==> src/rtl/stopwatch_counter.sv <==
// Four-digit BCD MM:SS stopwatch: counts rising edges of `step` from 00:00 to 59:59 under start/stop/clear control.
// Optional lap hold is enabled by defining STOPWATCH_LAP_EN.
module stopwatch_counter (
  input  logic       clk,
  input  logic       reset,
  input  logic       start,
  input  logic       stop,
  input  logic       clear,
  input  logic       step,
  input  logic       lap,
  output logic [3:0] sec_ones,
  output logic [3:0] sec_tens,
  output logic [3:0] min_ones,
  output logic [3:0] min_tens,
  output logic       running,
  output logic       min_tick,
  output logic       overflow,
  output logic       lap_hold
);

  typedef enum logic [1:0] {
    IDLE  = 2'd0,
    RUN   = 2'd1,
    PAUSE = 2'd2
  } state_t;

  state_t state_reg, state_next;

  logic [3:0] sec_ones_reg, sec_tens_reg, min_ones_reg, min_tens_reg;
  logic       step_q;
  logic       min_tick_reg, overflow_reg;
  logic       tick, count_en;
  logic       carry_s1, carry_s10, carry_m1, carry_m10;

  always_ff @(posedge clk) begin
    if (reset) state_reg <= IDLE;
    else       state_reg <= state_next;
  end

  // clear beats stop beats start; a simultaneous start+stop never enters RUN
  always_comb begin
    state_next = state_reg;
    if (clear) begin
      state_next = IDLE;
    end else if (stop) begin
      if (state_reg == RUN) state_next = PAUSE;
    end else if (start) begin
      if (state_reg != RUN) state_next = RUN;
    end
  end

  always_ff @(posedge clk) begin
    if (reset) step_q <= 1'b0;
    else       step_q <= step;
  end

  assign tick     = step & ~step_q;
  assign count_en = tick && (state_reg == RUN) && !stop && !clear;

  assign carry_s1  = (sec_ones_reg == 4'd9);
  assign carry_s10 = carry_s1 && (sec_tens_reg == 4'd5);
  assign carry_m1  = carry_s10 && (min_ones_reg == 4'd9);
  assign carry_m10 = carry_m1 && (min_tens_reg == 4'd5);

  always_ff @(posedge clk) begin
    if (reset || clear) begin
      sec_ones_reg <= 4'd0;
      sec_tens_reg <= 4'd0;
      min_ones_reg <= 4'd0;
      min_tens_reg <= 4'd0;
      min_tick_reg <= 1'b0;
      overflow_reg <= 1'b0;
    end else begin
      min_tick_reg <= 1'b0;
      if (count_en) begin
        sec_ones_reg <= carry_s1 ? 4'd0 : sec_ones_reg + 4'd1;
        if (carry_s1)
          sec_tens_reg <= carry_s10 ? 4'd0 : sec_tens_reg + 4'd1;
        if (carry_s10) begin
          min_ones_reg <= carry_m1 ? 4'd0 : min_ones_reg + 4'd1;
          min_tick_reg <= 1'b1;
        end
        if (carry_m1)
          min_tens_reg <= carry_m10 ? 4'd0 : min_tens_reg + 4'd1;
        if (carry_m10)
          overflow_reg <= 1'b1;
      end
    end
  end

  assign running  = (state_reg == RUN);
  assign min_tick = min_tick_reg;
  assign overflow = overflow_reg;

`ifdef STOPWATCH_LAP_EN
  logic [3:0] lap_s1_reg, lap_s10_reg, lap_m1_reg, lap_m10_reg;
  logic       lap_hold_reg;

  // Snapshot takes the pre-increment digits, i.e. the value on display at the lap edge
  always_ff @(posedge clk) begin
    if (reset) begin
      lap_s1_reg   <= 4'd0;
      lap_s10_reg  <= 4'd0;
      lap_m1_reg   <= 4'd0;
      lap_m10_reg  <= 4'd0;
      lap_hold_reg <= 1'b0;
    end else if (clear) begin
      lap_hold_reg <= 1'b0;
    end else if (lap && (state_reg != IDLE)) begin
      if (lap_hold_reg) begin
        lap_hold_reg <= 1'b0;
      end else begin
        lap_s1_reg   <= sec_ones_reg;
        lap_s10_reg  <= sec_tens_reg;
        lap_m1_reg   <= min_ones_reg;
        lap_m10_reg  <= min_tens_reg;
        lap_hold_reg <= 1'b1;
      end
    end
  end

  assign lap_hold = lap_hold_reg;
  assign sec_ones = lap_hold_reg ? lap_s1_reg  : sec_ones_reg;
  assign sec_tens = lap_hold_reg ? lap_s10_reg : sec_tens_reg;
  assign min_ones = lap_hold_reg ? lap_m1_reg  : min_ones_reg;
  assign min_tens = lap_hold_reg ? lap_m10_reg : min_tens_reg;
`else
  logic unused_lap;
  assign unused_lap = lap;

  assign lap_hold = 1'b0;
  assign sec_ones = sec_ones_reg;
  assign sec_tens = sec_tens_reg;
  assign min_ones = min_ones_reg;
  assign min_tens = min_tens_reg;
`endif

endmodule

==> config.mk <==
export PLATFORM = sky130hd
export DESIGN_NAME = stopwatch_counter
export DESIGN_NICKNAME = d
export VERILOG_FILES = /design/src/rtl/stopwatch_counter.sv
export SDC_FILE = /design/constraint.sdc
export NUM_CORES = 1
export LEC_CHECK = 0
export BUFFER_PORTS_ARGS = -buffer_cell sky130_fd_sc_hd__buf_2
export CAP_MARGIN = 25
export CELL_PAD_IN_SITES_DETAIL_PLACEMENT = 1
export CELL_PAD_IN_SITES_GLOBAL_PLACEMENT = 2
export CORE_MARGIN = 1.5
export CORE_UTILIZATION = 27
export CTS_BUF_LIST = sky130_fd_sc_hd__clkbuf_8 sky130_fd_sc_hd__clkbuf_16
export CTS_CLUSTER_DIAMETER = 80
export CTS_CLUSTER_SIZE = 28
export DETAILED_ROUTE_END_ITERATION = 12
export PLACE_DENSITY_LB_ADDON = 0.1
export SYNTH_ARGS = -nofsm -noshare
export SYNTH_HDL_FRONTEND = slang
export SYNTH_SLANG_ARGS = --single-unit
==> constraint.sdc <==
create_clock -name clk -period 1.63 [get_ports clk]
set_clock_uncertainty 0.15 [all_clocks]
set_input_delay 0.2445 -clock clk [delete_from_list [all_inputs] [get_ports clk]]
set_output_delay 0.2445 -clock clk [all_outputs]
set_load 0.1 [all_outputs]
==> results.sh, run 1 <==
export IMPL_synth_edff_count=0
export IMPL_dp_slack_ns=-0.250
export IMPL_wl_um=3370
export IMPL_avgViaCountPerCell=5.01
export IMPL_cts_tree="done"
export IMPL_max_stage_delay_ns=0.55
export IMPL_p_int_w=0.000690
export IMPL_io_pins=27
export IMPL_seqCellArea_sq_um=469
export IMPL_dieArea_sq_mm=0.00429
export IMPL_first_pass_iters=2
export IMPL_path_class="reg -> reg"
export IMPL_numCtsBuffers=3
export IMPL_htreeDepth=1
export IMPL_final_cell_area_sq_mm=0.00170
export IMPL_fin_nets=188
export IMPL_critPathArrivalTime_ns=1.85
export IMPL_antenna_found_initial=0
export IMPL_reg2reg_from="sec_tens[1]$_SDFFE_PP0P_"
export IMPL_fill_cells=436
export IMPL_final_util_pct=45.8
export IMPL_fp_row_count=22
export IMPL_avgSynthCellArea_sq_um=8.94
export IMPL_power_density_mw_per_mm2=538
export IMPL_syn_to_final_growth_pct=61.2
export IMPL_grtUsageTotal_pct=16.6
export IMPL_switchingPower_w=0.000224
export IMPL_max_freq_mhz=554
export IMPL_outcome="finished with violations"
export IMPL_rr_endpoint="min_tens[1]$_SDFFE_PP0P_"
export IMPL_initial_utilization_pct=28.4
export IMPL_hold_viol=0
export IMPL_syn_inst=118
export IMPL_crit_end="min_tens[1]$_SDFFE_PP0P_"
export IMPL_ir_worst_vdd_mv=0.303
export IMPL_drt_iter0_drc=36
export IMPL_pwr_share_clk_pct=37.6
export IMPL_power_switching_share_pct=24.5
export IMPL_yosys_area_share_simple_pct=29.5
export IMPL_multi_input_area_sq_um=707
export IMPL_drc_errors=0
export IMPL_vias=1112
export IMPL_drive_above_1_share_pct=60.3
export IMPL_avgRoutedWirePerCell_um=15.2
export IMPL_synth_top_family_by_area="simple AND/OR/NAND/NOR gates"
export IMPL_period_needed_ns=1.80
export IMPL_cp_required_ns=1.67
export IMPL_yosysWarnings=0
export IMPL_cts_sinks=21
export IMPL_synth_cell_types=35
export IMPL_place_area_sq_mm=0.00152
export IMPL_chipHeight_um=65.5
export IMPL_leakage_nw=0.728
export IMPL_cts_root_buf="clkbuf_8"
export IMPL_synth_nets=131
export IMPL_slew_violations=0
export IMPL_gp_congestion=0.763
export IMPL_n_antenna_cell=0
export IMPL_cp_startpoint="sec_tens[1]$_SDFFE_PP0P_"
export IMPL_core_sq_mm=0.00372
export IMPL_fin_crit_sh_pct=111
export IMPL_worstPathMaxFanout=5
export IMPL_hold_class="in -> reg"
export IMPL_synth_xor_area_share_pct=2.49
export IMPL_grt_pass1_wl_um=5380
export IMPL_clk_path_buf_depth=2
export IMPL_post_dp_hpwl_um=2340
export IMPL_postRouteAntennaNets=0
export IMPL_postCtsHoldBufs=0
export IMPL_layout_setup_ws_ns=-0.174
export IMPL_place_port_buffers=24
export IMPL_synth_seq_cells=21
export IMPL_clkTransAtPathRegs_ns=0.08
export IMPL_grt_pass1_vias=1120
export IMPL_synth_ff_type="dfxtp_1"
export IMPL_crit_path_end_kind="register"
export IMPL_rsz0062_at_grt="yes"
export IMPL_async_flop_share_pct=0
export IMPL_worst_setup_path_start_kind="register"
export IMPL_finalSetupViolations=8
export IMPL_sequentialPowerShare_pct=54.5
export IMPL_netlist_area_sq_mm=0.00105
export IMPL_crit_path_cell_trace="inv_4 -> ha_4 -> and3b_2 -> nand4_4 -> or4_4 -> a21oi_2"
export IMPL_synthMuxAreaShare_pct=1.07
export IMPL_violations="setup timing"
export IMPL_synth_compound_area_share_pct=14.8
export IMPL_clock_latency_ns=0.26
export IMPL_pwr_share_comb_pct=7.9
export IMPL_r2r_slack_ns=-0.17
export IMPL_cap_violations=0
export IMPL_grt_max_degree=13
export IMPL_crit_slowest_cell="or4_4"
export IMPL_fp_dieW_um=65.5
export IMPL_grt_overflow=0
export IMPL_synthAdderAreaFrac_pct=7.12
export IMPL_r2r_cells=6
export IMPL_ys_seq_area_share_pct=39.9
==> cell usage after synthesis (all sizes together), types with 3 or more instances <==
library cell	n	area share, %
nand2	8	2.8
dfxtp	21	40
nor2	9	3.2
nand4b	3	2.5
o21ai	9	4.3
a21oi	11	5.2
nand4	6	5.0
ha	6	7.1
or4	4	2.8
inv	6	2.1
clkbuf	4	1.4
and3b	3	2.5
==> logic make-up (layout without fill, tap and decap cells) <==
kind of cell / Yosys count / in the layout
compound gates: 27 / 27
xor+xnor: 3 / 3
fa+ha+maj: 6 / 6
buf+inv: 12 / 67
flops: 21 / 21
mux: 1 / 1
other cells: 1 / 1
simple gates: 47 / 48
==> cells in the final DEF, fill, tap and decap left out, types with 3 or more instances in the layout <==
master | synthesis | final
ha_1 | 6 | 4
nor2_1 | 9 | 9
dfxtp_4 | 0 | 11
a21oi_2 | 0 | 4
dfxtp_1 | 21 | 4
o21ai_0 | 9 | 8
nand2_1 | 8 | 7
or4_4 | 0 | 3
nand4b_1 | 3 | 3
inv_1 | 6 | 5
buf_2 | 1 | 23
dfxtp_2 | 0 | 6
buf_6 | 0 | 3
a21oi_1 | 11 | 7
buf_4 | 1 | 30
clkbuf_8 | 0 | 3
nand4_1 | 5 | 5
==> power groups by stage <==
stage | Clock, W | Sequential (W) | Combinational [W]
floorplan | 0 | 0.000511 | 0.0000375
global placement | 0 | 0.000510 | 0.0000641
detailed placement | 0 | 0.000510 | 0.0000656
CTS | 0.000355 | 0.000499 | 0.0000692
global route | 0.000373 | 0.000499 | 0.0000772
finish | 0.000344 | 0.000498 | 0.0000720
==> layout make-up <==
type	instances	area share, %
Inverter	6	1.47
Clock inverter	1	0.221
Clock buffer	3	2.43
Tap cell	48	3.53
Multi-Input combinational cell	86	41.6
Timing Repair Buffer	57	23.2
Sequential cell	21	27.6
==> worst max-delay path: cells and delay by family (launching register included) <==
kind,cells,cell delay [ns]
AO/OA/AOI/OAI,1,0.13
adder cells (fa/ha/maj),1,0.11
buffers and inverters,1,0.06
flip-flops,1,0.36
AND/OR/NAND/NOR,3,0.93
==> how the worst min path moves through the flow <==
stage,endpoint,from,depth (start not counted)
finish,step_q$_SDFF_PP0_,reset,2
detailed placement,step_q$_SDFF_PP0_,reset,2
global placement,step_q$_SDFF_PP0_,reset,2
CTS,step_q$_SDFF_PP0_,reset,2
global route,step_q$_SDFF_PP0_,reset,2
floorplan,step_q$_SDFF_PP0_,reset,1
==> metal layers <==
layer | track usage (%) | routed length [um] | up-vias
li1 | - | - | 548
met4 | 6.25 | 44 | 0
met1 | 20.1 | 1480 | 543
met3 | 1.54 | 77 | 5
met5 | 0 | 0 | -
met2 | 30.2 | 1770 | 16
==> timing repair <==
item / 4_1_cts / 5_1_grt
resized for setup: 7 / 18
setup buffers: 4 / 0
gates cloned: 1 / 0
endpoints found under the setup margin: 14 / 16
pin swaps: 3 / 5
==> through the flow <==
stage                     cells  hold slack (ns)  TNS [ns]  power, W
after floorplan             118            0.166     -1.38  0.000548
after global placement      213            0.278     -1.17  0.000574
after detailed placement    213            0.299     -1.64  0.000576
after CTS                   222           0.0126    -0.850  0.000923
after global routing        222           0.0257     -1.60  0.000949
final                       222           0.0198    -0.893  0.000914
Note: power is estimated with default switching activity, not from simulation.
==> run 2: changes to the inputs <==
Settings changed: CORE_UTILIZATION 27 to 30.
Clock period 1.63 ns to 1.8 ns, I/O delays scaled along.
==> run 2 against run 1 <==
The flow still finishes with violations (setup timing). Core utilization shrank 0.71 points. Die area shrank 9.5%. Sequential cell count did not move. Clock power fell by 7.0%. Combinational power fell by 18%. Cell count down 8.1%. Sequential power shrank 9.2%. Largest cell class unchanged.
==> results.sh, run 2 (synthesized netlist as in run 1, its figures left out) <==
export IMPL_avgRoutedWirePerCell_um=14.6
export IMPL_final_cell_mix="buf_2 (23), buf_4 (17), dfxtp_4 (11)"
export IMPL_chipHeight_um=62.3
export IMPL_n_antenna_cell=0
export IMPL_grt_max_degree=13
export IMPL_multi_input_area_sq_um=654
export IMPL_min_to="step_q$_SDFF_PP0_"
export IMPL_ir_worst_vdd_mv=0.210
export IMPL_worstHoldPathCells=2
export IMPL_grt_pass1_vias=1085
export IMPL_critPathArrivalTime_ns=1.87
export IMPL_max_freq_mhz=546
export IMPL_postRouteAntennaNets=0
export IMPL_leakage_nw=0.633
export IMPL_htreeDepth=1
export IMPL_final_util_pct=45.1
export IMPL_drt_iter0_drc=47
export IMPL_cts_sinks=21
export IMPL_cts_tree="done"
export IMPL_wl_um=2980
export IMPL_dieArea_sq_mm=0.00388
export IMPL_layout_commonest_cell="buf_2"
export IMPL_worstPathMaxFanout=6
export IMPL_drive_above_1_share_pct=49.4
export IMPL_max_stage_delay_ns=0.55
export IMPL_rsz0062_at_grt="yes"
export IMPL_pwr_share_clk_pct=38.5
export IMPL_fp_row_count=21
export IMPL_hold_class="in -> reg"
export IMPL_holdWs_ns=0.0264
export IMPL_crit_slowest_cell="or4_4"
export IMPL_syn_to_final_growth_pct=43.7
export IMPL_r2r_slack_ns=-0.03
export IMPL_wl_met1_um=1320
export IMPL_grtUsageTotal_pct=16.1
export IMPL_outcome="finished with violations"
export IMPL_hold_viol=0
export IMPL_core_sq_mm=0.00336
export IMPL_top_layer_used="met4"
export IMPL_rr_endpoint="min_tens[1]$_SDFFE_PP0P_"
export IMPL_worst_setup_path_start_kind="register"
export IMPL_fp_dieW_um=62.3
export IMPL_switchingPower_w=0.000206
export IMPL_seqCellArea_sq_um=469
export IMPL_first_pass_iters=4
export IMPL_min_delay_start="reset"
export IMPL_avgViaCountPerCell=5.12
export IMPL_finalSetupViolations=1
export IMPL_cp_required_ns=1.84
export IMPL_slew_violations=0
export IMPL_cts_root_buf="clkbuf_8"
export IMPL_initial_utilization_pct=31.4
export IMPL_pwr_share_comb_pct=7.2
export IMPL_io_pins=27
export IMPL_clk_path_buf_depth=2
export IMPL_cap_violations=0
export IMPL_layout_setup_ws_ns=-0.0310
export IMPL_post_dp_hpwl_um=2140
export IMPL_power_density_mw_per_mm2=548
export IMPL_drc_errors=0
export IMPL_grt_pass1_wl_um=4960
export IMPL_fill_cells=422
export IMPL_postCtsHoldBufs=0
export IMPL_p_int_w=0.000624
export IMPL_period_needed_ns=1.83
export IMPL_clkTransAtPathRegs_ns=0.08
export IMPL_fin_nets=172
export IMPL_vias=1044
export IMPL_finalPower_w=0.000831
export IMPL_violations="setup timing"
export IMPL_clock_latency_ns=0.27
export IMPL_gp_congestion=0.747
export IMPL_crit_path_end_kind="register"
export IMPL_wl_met3_um=73
export IMPL_place_port_buffers=24
export IMPL_antenna_found_initial=0
export IMPL_grt_overflow=0
export IMPL_power_switching_share_pct=24.8
export IMPL_r2r_cells=6
export IMPL_reg2reg_from="sec_tens[1]$_SDFFE_PP0P_"
export IMPL_sequentialPowerShare_pct=54.3
export IMPL_path_class="reg -> reg"
export IMPL_final_setup_tns_ns=-0.0310
export IMPL_fin_crit_sh_pct=102
export IMPL_route_met2_wl_um=1550
export IMPL_crit_path_cell_trace="inv_4 -> ha_4 -> and3b_2 -> nand4_4 -> or4_4 -> a21oi_2"
export IMPL_numCtsBuffers=3
[run 2: changes by cell type in the layout (fill, tap and decap cells not counted), sizes merged]
cell,change
clkinv,+1
buf,-16
inv,-1
[run 2: metrics by stage]
stage	setup slack, ns	std cells	area (sq um)
after floorplan	-0.101	118	1130
after global placement	-0.0840	197	1410
after detailed placement	-0.146	197	1410
after CTS	-0.0367	206	1510
after global routing	-0.0800	204	1520
final	-0.0310	204	1520
[run 2: critical path, delay by kind of cell (launching register included)]
family	cells	cell delay, ns
buf+inv	1	0.05
compound gates	1	0.14
simple gates	3	0.95
flops	1	0.35
fa+ha+maj	1	0.10
[run 2: power by group through the flow]
stage,sequential [W],combinational [W],clock (W)
detailed placement,0.000462,0.0000559,0
CTS,0.000451,0.0000599,0.000336
finish,0.000452,0.0000594,0.000320
floorplan,0.000462,0.0000340,0
global placement,0.000462,0.0000545,0
global route,0.000452,0.0000642,0.000354
[run 2: metal layers]
layer  vias up  track usage [%]
li1        515                -
met1       509             17.6
met2        16             31.4
met3         4             2.17
met4         0             5.83
met5         -                0
[run 2: final cells by class]
type | count | area share, %
flip-flops and latches | 21 | 31.0
repair buffers | 41 | 17.3
multi-input cells | 86 | 43.2
inverters | 6 | 1.65
clock buffers | 3 | 2.73
well taps | 46 | 3.80
clock inverters | 1 | 0.330
[run 2: how the worst max path moves through the flow]
stage / startpoint / endpoint / slack [ns] / cells after the start
after CTS: sec_tens[1]$_SDFFE_PP0P_ / min_tens[1]$_SDFFE_PP0P_ / -0.04 / 6
after floorplan: sec_tens[0]$_SDFFE_PP0P_ / min_tens[1]$_SDFFE_PP0P_ / -0.10 / 5
after global routing: step_q$_SDFF_PP0_ / min_tens[1]$_SDFFE_PP0P_ / -0.08 / 4
after global placement: stop / min_tens[1]$_SDFFE_PP0P_ / -0.08 / 5
final: sec_tens[1]$_SDFFE_PP0P_ / min_tens[1]$_SDFFE_PP0P_ / -0.03 / 6
after detailed placement: stop / min_tens[1]$_SDFFE_PP0P_ / -0.15 / 5
[run 2: repair_timing]
| item | 4_1_cts | 5_1_grt |
|---|---|---|
| pin swaps | 5 | 4 |
| resized for setup | 5 | 6 |
| cloned | 1 | 0 |
| setup endpoints to repair | 4 | 10 |
| setup buffers | 4 | 0 |
